[src/rtl/flex_updown_counter.sv]
// Prescaled up/down counter over 1..rollover_val with sync load/clear, registered flags and a wrap pulse.
// Latency: one core clock from a qualifying input to count_out and flag update. No backpressure; the counter accepts every cycle.
// Optional saturation is built only when FLEX_CNT_SAT_EN is defined; otherwise sat_mode is ignored and the counter always wraps.
module flex_updown_counter #(
    parameter int NUM_CNT_BITS = 4,
    parameter int PRE_BITS     = 4
) (
    input  logic                    clk,
    input  logic                    n_rst,
    input  logic                    clear,
    input  logic                    load,
    input  logic [NUM_CNT_BITS-1:0] load_val,
    input  logic                    count_enable,
    input  logic                    count_down,
    input  logic                    sat_mode,
    input  logic [PRE_BITS-1:0]     prescale_val,
    input  logic [NUM_CNT_BITS-1:0] rollover_val,
    output logic [NUM_CNT_BITS-1:0] count_out,
    output logic                    rollover_flag,
    output logic                    bottom_flag,
    output logic                    wrap_pulse
);

    localparam logic [NUM_CNT_BITS-1:0] CNT_ONE = NUM_CNT_BITS'(1);

    logic [PRE_BITS-1:0]     pre_cnt;
    logic                    step;
    logic                    sat;
    logic [NUM_CNT_BITS:0]   cnt_inc;
    logic [NUM_CNT_BITS-1:0] next_cnt;
    logic                    next_wrap;

`ifdef FLEX_CNT_SAT_EN
    assign sat = sat_mode;
`else
    logic unused_sat_mode;
    assign unused_sat_mode = sat_mode;
    assign sat = 1'b0;
`endif

    assign step = count_enable && (pre_cnt == prescale_val);

    // Widened increment so an all-ones count never aliases to zero in the range test.
    assign cnt_inc = {1'b0, count_out} + (NUM_CNT_BITS + 1)'(1);

    always_comb begin
        next_cnt  = count_out;
        next_wrap = 1'b0;
        if (rollover_val == '0) begin
            next_cnt = '0;
        end else if (!count_down) begin
            if (cnt_inc <= {1'b0, rollover_val}) begin
                next_cnt = cnt_inc[NUM_CNT_BITS-1:0];
            end else if (sat) begin
                next_cnt = rollover_val;
            end else begin
                next_cnt  = CNT_ONE;
                next_wrap = 1'b1;
            end
        end else begin
            if (count_out > rollover_val) begin
                next_cnt = rollover_val;
            end else if (count_out <= CNT_ONE) begin
                if (sat) begin
                    next_cnt = CNT_ONE;
                end else begin
                    next_cnt  = rollover_val;
                    next_wrap = 1'b1;
                end
            end else begin
                next_cnt = count_out - CNT_ONE;
            end
        end
    end

    always_ff @(posedge clk or negedge n_rst) begin
        if (!n_rst) begin
            count_out     <= '0;
            pre_cnt       <= '0;
            rollover_flag <= 1'b0;
            bottom_flag   <= 1'b0;
            wrap_pulse    <= 1'b0;
        end else if (clear) begin
            count_out     <= '0;
            pre_cnt       <= '0;
            rollover_flag <= 1'b0;
            bottom_flag   <= 1'b0;
            wrap_pulse    <= 1'b0;
        end else if (load) begin
            count_out     <= load_val;
            pre_cnt       <= '0;
            rollover_flag <= 1'b0;
            bottom_flag   <= 1'b0;
            wrap_pulse    <= 1'b0;
        end else if (step) begin
            count_out     <= next_cnt;
            pre_cnt       <= '0;
            // Flags describe the new count; with a zero range both stay low.
            rollover_flag <= (rollover_val != '0) && (next_cnt == rollover_val);
            bottom_flag   <= (next_cnt == CNT_ONE);
            wrap_pulse    <= next_wrap;
        end else begin
            if (count_enable) begin
                pre_cnt <= pre_cnt + PRE_BITS'(1);
            end
            wrap_pulse <= 1'b0;
        end
    end

endmodule

[config.mk]
export PLATFORM = sky130hd
export DESIGN_NAME = flex_updown_counter
export DESIGN_NICKNAME = d
export VERILOG_FILES = /design/src/rtl/flex_updown_counter.sv
export SDC_FILE = /design/constraint.sdc
export NUM_CORES = 1
export LEC_CHECK = 0
export BUFFER_PORTS_ARGS = -buffer_cell sky130_fd_sc_hd__buf_2
export CAP_MARGIN = 40
export CELL_PAD_IN_SITES_DETAIL_PLACEMENT = 0
export CELL_PAD_IN_SITES_GLOBAL_PLACEMENT = 1
export CORE_UTILIZATION = 43
export DETAILED_ROUTE_END_ITERATION = 8
export PLACE_DENSITY_LB_ADDON = 0.3
export SYNTH_ARGS = -nofsm -noshare
export SYNTH_HDL_FRONTEND = slang
export SYNTH_SLANG_ARGS = --single-unit
[constraint.sdc]
create_clock -name clk -period 6.8 [get_ports clk]
set_input_delay 0.34 -clock clk [delete_from_list [all_inputs] [get_ports clk]]
set_output_delay 0.34 -clock clk [all_outputs]
set_load 0.02 [all_outputs]
== Yosys cells after proc, flatten, opt, wreduce, memory -nomap -nowiden ==
Cells that the tools add are included.
W data, S select, Z words.

* Add/sub/neg operators: 3
* Multipliers: 0
* Divide/modulo/power cells: 0
* $lt $le $gt $ge: 3
* Equality and inequality tests: 3
* Shifts and indexed selects: 0
* Muxes and demuxes: 26
* Bitwise operators: 0
* Reduce and logical (&&, ||, !) cells: 6

{| class="wikitable"
|+ Operators by type and width
! cell !! count
|-
| $mux W4 || 12
|-
| $mux W1 || 14
|-
| $eq A4 B4 Y1 || 2
|-
| $reduce_bool A4 Y1 || 2
|-
| $add A4 B1 Y5 const B || 1
|-
| $le A5 B4 Y1 || 1
|-
| $add A4 B1 Y4 const B || 1
|-
| $eq A4 B1 Y1 const B || 1
|-
| $gt A4 B4 Y1 || 1
|-
| $le A4 B1 Y1 const B || 1
|-
| $logic_not A4 Y1 || 1
|-
| $sub A4 B1 Y4 const B || 1
|-
| $reduce_bool A3 Y1 || 1
|-
| $logic_and A1 B1 Y1 || 2
|}

* Register bits: 11
* Latch bits: 0
* Bits in writable memories: 0
* ROM bits: 0
* Input port bits: 19
* Output and inout bits: 7
* Logic and storage cells: 46
* Memories kept: 0

== Logic depth before layout (Yosys ltp) ==
* Depth in word-level cells: 10
* Depth in mapped cells: 10
* Mapped depth without buffers: 10

== Worst setup path after synthesis ==
Ideal clock, no wire load.

* Path kind: register to register
* Start: register count_out[0]
* End: register rollover_flag
* Setup time: 95 ps
* Data arrival time: 2770 ps
* Data required time: 6705 ps
* Setup slack: 3935 ps
* Stages on the path, launching flop included: 11
* Path buffers: 1
* Clock period less this slack: 2865 ps
* Cell sequence: dfrtp_1 > buf_2 > inv_1 > ha_1 > ha_1 > a21o_1 > a211o_1 > o311ai_0 > mux2i_1 > a31oi_1 > o31ai_1

* Cells in the longest elaborated chain, start to end: 10

{| class="wikitable"
|+ Ends and longest elaborated chain
! element !! line !! text
|-
| start, declared || 18 || <nowiki>output logic [NUM_CNT_BITS-1:0] count_out,</nowiki>
|-
| start signal, assigned || 90 || <nowiki>count_out <= load_val;</nowiki>
|-
| start signal, assigned || 96 || <nowiki>count_out <= next_cnt;</nowiki>
|-
| $add A4 B1 Y5 (tied with other cells) || 44 || <nowiki>assign cnt_inc = {1'b0, count_out} + (NUM_CNT_BITS + 1)'(1);</nowiki>
|-
| $le A5 B4 Y1 / $mux W4 (equally long branches) || 52, 63 ||
|-
| $mux W4, on equally long branches || 52, 61 ||
|-
| $mux W4 * || 51 || <nowiki>end else if (!count_down) begin</nowiki>
|-
| $mux W4 * || 49 || <nowiki>if (rollover_val == '0) begin</nowiki>
|-
| $eq A4 B4 Y1 * || 99 || <nowiki>rollover_flag <= (rollover_val != '0) && (next_cnt == rollover_val);</nowiki>
|-
| $logic_and A1 B1 Y1 * || 99 ||
|-
| $mux W1 * || 95 || <nowiki>end else if (step) begin</nowiki>
|-
| $mux W1 * || 89 || <nowiki>end else if (load) begin</nowiki>
|-
| $mux W1 * || 83 || <nowiki>end else if (clear) begin</nowiki>
|-
| end signal, assigned || 99 ||
|-
| end, declared || 19 || <nowiki>output logic rollover_flag,</nowiki>
|}

Mark *: on every way between the ends. The rest lies on a longest branch, timed or not. The select of a mux whose other input is x is not followed.
A chain may end at the register's enable or synchronous reset.

== Worst setup path after layout ==
Same ends and word-level chain as after synthesis.

==> impl_results.rst <==
.. list-table::
   :header-rows: 1

   * - Metric
     - Value
   * - Mean number of vias per cell
     - 6.16
   * - Antenna cell count
     - 0
   * - Top cells by count, synth
     - sky130_fd_sc_hd__inv_1, sky130_fd_sc_hd__ha_1, sky130_fd_sc_hd__dfrtp_1
   * - Category of the critical setup timing path
     - reg -> reg
   * - Register-to-register setup slack
     - 3470 ps
   * - Maximum clock skew at final layout
     - 1.38 ps
   * - Setup repair after global routing missed its margin
     - false
   * - Final Hold Vio Count
     - 0
   * - GRT Overall Usage
     - 22.4%
   * - Layout overhead on the synthesized area
     - 12.3%
   * - Fin crit share
     - 49.0%
   * - Overflow left after global routing
     - 0
   * - DRT Pass-1 Iters
     - 6
   * - Number of antenna violations at the first check in global routing
     - 0
   * - Reg-to-Reg Start
     - count_out[0]
   * - Total number of nets in the final design
     - 212
   * - Routed via count
     - 1300
   * - Worst hold path stage count
     - 2
   * - Slew headroom
     - 59.5%
   * - Register clock-pin slew on the reported worst setup and hold paths
     - 60 ps
   * - Worst endpoint required time
     - 6970 ps
   * - Wire length after detailed routing
     - 3330 um
   * - Detailed route wirelength on metal2
     - 1510 um
   * - Number of H-tree branching levels
     - 1
   * - Final setup violation count
     - 0
   * - Metal1 wirelength
     - 1590 um
   * - Final Max Tran Viols
     - 0
   * - Top metal layer carrying routed signals
     - met4
   * - Post-detailed-route count of antenna-violating nets
     - 0
   * - Starting density of the core
     - 45.9%
   * - Clock tree from TritonCTS
     - yes
   * - Synthesized Nets
     - 189
   * - Crit path launch type
     - flip-flop
   * - Share of synthesized registers carrying an async set or reset
     - 100%
   * - Library cell with the highest instance count after synthesis
     - sky130_fd_sc_hd__inv_1
   * - Width of the chip
     - 56.7 um
   * - Average wire length per cell after detail routing
     - 15.8 um
   * - First-iteration detailed-routing DRC count
     - 54
   * - Die height
     - 56.7 um
   * - Power Dens Cells
     - 142 nW/um^2
   * - Post-synthesis cell type with the largest combined area
     - sky130_fd_sc_hd__dfrtp_1
   * - Post-placement setup slack
     - 3620 ps
   * - Area fraction of the dominant cell type after synthesis
     - 21.4%
   * - Max Clock Freq
     - 300 MHz
   * - Vias in the first global route
     - 1202
   * - Wire length of the first global-routing pass
     - 5590 um
   * - Core Rows
     - 19
   * - Classification of the worst-slack hold path
     - in -> reg
   * - Post-route setup TNS
     - 0 ps
   * - Dominant register cell in the synthesized netlist
     - sky130_fd_sc_hd__dfrtp_1
   * - Die Outline Area
     - 3210 um^2
   * - Top-level I/O count
     - 26
   * - Share of the yosys chip area belonging to registers
     - 21.4%
   * - Worst slew pin tran
     - 601 ps
   * - Routed length on met3
     - 175 um
   * - Failing checks
     - design-rule violations
   * - Skew-Pair Late Insertion Delay
     - 260 ps
   * - Yosys reg bits
     - 11
   * - DP Wirelength
     - 2640 um
   * - Pin count of the biggest net entering global routing
     - 13
   * - DRC violation count after routing
     - 2
   * - Core Area
     - 2810 um^2
   * - Average footprint of a synthesized cell
     - 8.14 um^2
   * - Clock tree root driver cell
     - sky130_fd_sc_hd__clkbuf_4
   * - CTS Sinks
     - 11
   * - Cells after synthesis
     - 158
   * - Core Util, Final
     - 51.5%
   * - Worst setup EP type
     - flip-flop
   * - Placement Cell Area
     - 1410 um^2
   * - Count of cell types in the netlist
     - 56
   * - Max rail drop VDD
     - 0.120 mV
   * - Number of cells traversed by the worst register-to-register path
     - 10
   * - Total power of the final layout
     - 0.205 mW
   * - Top post-synthesis cells by area
     - sky130_fd_sc_hd__dfrtp_1, sky130_fd_sc_hd__ha_1, sky130_fd_sc_hd__inv_1
   * - Maximum root-to-sink buffer count
     - 2
   * - Total CTS buffers
     - 3
   * - Endpoint of the worst setup timing path
     - rollover_flag
   * - Result of the run
     - finished with violations
   * - Post-CTS Setup Inserts
     - 0
   * - Leakage component of the power
     - 0.674 nW
   * - Fraction of layout instances using a drive strength above 1
     - 21.1%
   * - Summed instance area of the synthesized netlist
     - 1290 um^2
   * - Endpoint of the worst register-to-register path
     - rollover_flag
   * - Summed area of non-filler cells in the final layout
     - 1440 um^2
   * - Final min period
     - 3330 ps
   * - Count of warnings emitted by yosys
     - 0
   * - Highest fanout seen on the critical path
     - 12
   * - Final Wtd Congestion
     - 0.926
   * - Number of max-cap violations
     - 0
   * - Number of I/O port buffers
     - 24
   * - Arrival time of the worst setup path
     - 3500 ps
   * - Post-synth EDFFs
     - 0
   * - Worst Slack Setup Final
     - 3470 ps
   * - Worst setup path startpoint
     - count_out[0]
==> timing repair <==
action / CTS / global route
setup endpoints to repair: 0 / 0
hold buffers: 1 / 0
endpoints found under the hold margin: 11 / 0
resized for setup: 0 / 0
==> cell type report <==
class                      count  area [um^2]
fill                         288         1360
sequential                    11          275
inverter                      15         56.3
timing repair buffer          25          130
clock buffer                   4         26.3
tap                           31         38.8
multi-input combinational    125          917
==> layout by cell type (no fill, tap or decap), drive strengths merged, types with 3 or more instances in the layout <==
cell type / instances
xnor2: 4
nor3: 10
buf: 24
a21oi: 8
ha: 12
a211oi: 3
nor2: 8
clkbuf: 4
o21ai: 3
nand2: 10
nand3: 9
o31ai: 4
a221oi: 4
dfrtp: 11
or3: 3
nand4: 3
inv: 14
==> flip-flops by register name, summed over array words and instances (netlist names) <==
| signal | cells |
|---|---|
| pre_cnt | 4 |
| count_out | 4 |
| rollover_flag | 1 |
| bottom_flag | 1 |
| wrap_pulse | 1 |
==> logic make-up (layout without fill, tap and decap cells) <==
group                    after synthesis  in the layout  share of synthesized area, %
AND/OR/NAND/NOR                       60             60                          25.5
AO/OA/AOI/OAI                         44             44                          27.3
buffers and inverters                 22             44                          7.29
adder cells (fa/ha/maj)               12             12                          11.7
flip-flops                            11             11                          21.4
XOR/XNOR                               6              6                          4.09
multiplexers                           3              3                          2.72
==> critical path: stages, from the launching register on <==
cell                       delay, ps
sky130_fd_sc_hd__dfrtp_1         530
sky130_fd_sc_hd__ha_1            310
sky130_fd_sc_hd__xnor2_1         310
sky130_fd_sc_hd__inv_1            80
sky130_fd_sc_hd__ha_1            290
sky130_fd_sc_hd__a21o_1          160
sky130_fd_sc_hd__a211o_1         340
sky130_fd_sc_hd__o311ai_0        550
sky130_fd_sc_hd__mux2i_1         320
sky130_fd_sc_hd__a31oi_1         120
sky130_fd_sc_hd__o31ai_1         230
==> layer usage <==
metal	GRT usage (%)	vias up
met2	34.5	46
met5	0	-
met3	4.61	8
met1	31.5	604
met4	6.07	0
li1	-	642
==> report_power, final <==
part / leakage (nW) / internal (mW) / switching (mW)
Sequential: 0.149 / 0.0674 / 0.00579
Clock: 0.0150 / 0.0226 / 0.0194
Combinational: 0.509 / 0.0376 / 0.0522
Total: 0.674 / 0.128 / 0.0775
==> how the worst min path moves through the flow <==
stage / from / end / slack, ps
2_1_floorplan: n_rst / bottom_flag / 40
3_3_place_gp: n_rst / pre_cnt[2] / 220
3_5_place_dp: n_rst / pre_cnt[2] / 220
4_1_cts: clear / count_out[3] / 310
5_1_grt: load_val[2] / count_out[2] / 310
6_report: clear / count_out[3] / 320
==> stage by stage <==
stage / hold slack (ps) / std cells
CTS: 311 / 211
detailed placement: 223 / 206
floorplan: 44.4 / 158
global placement: 216 / 206
finish: 322 / 211
global route: 306 / 211
Note: power is estimated with default switching activity, not from simulation.
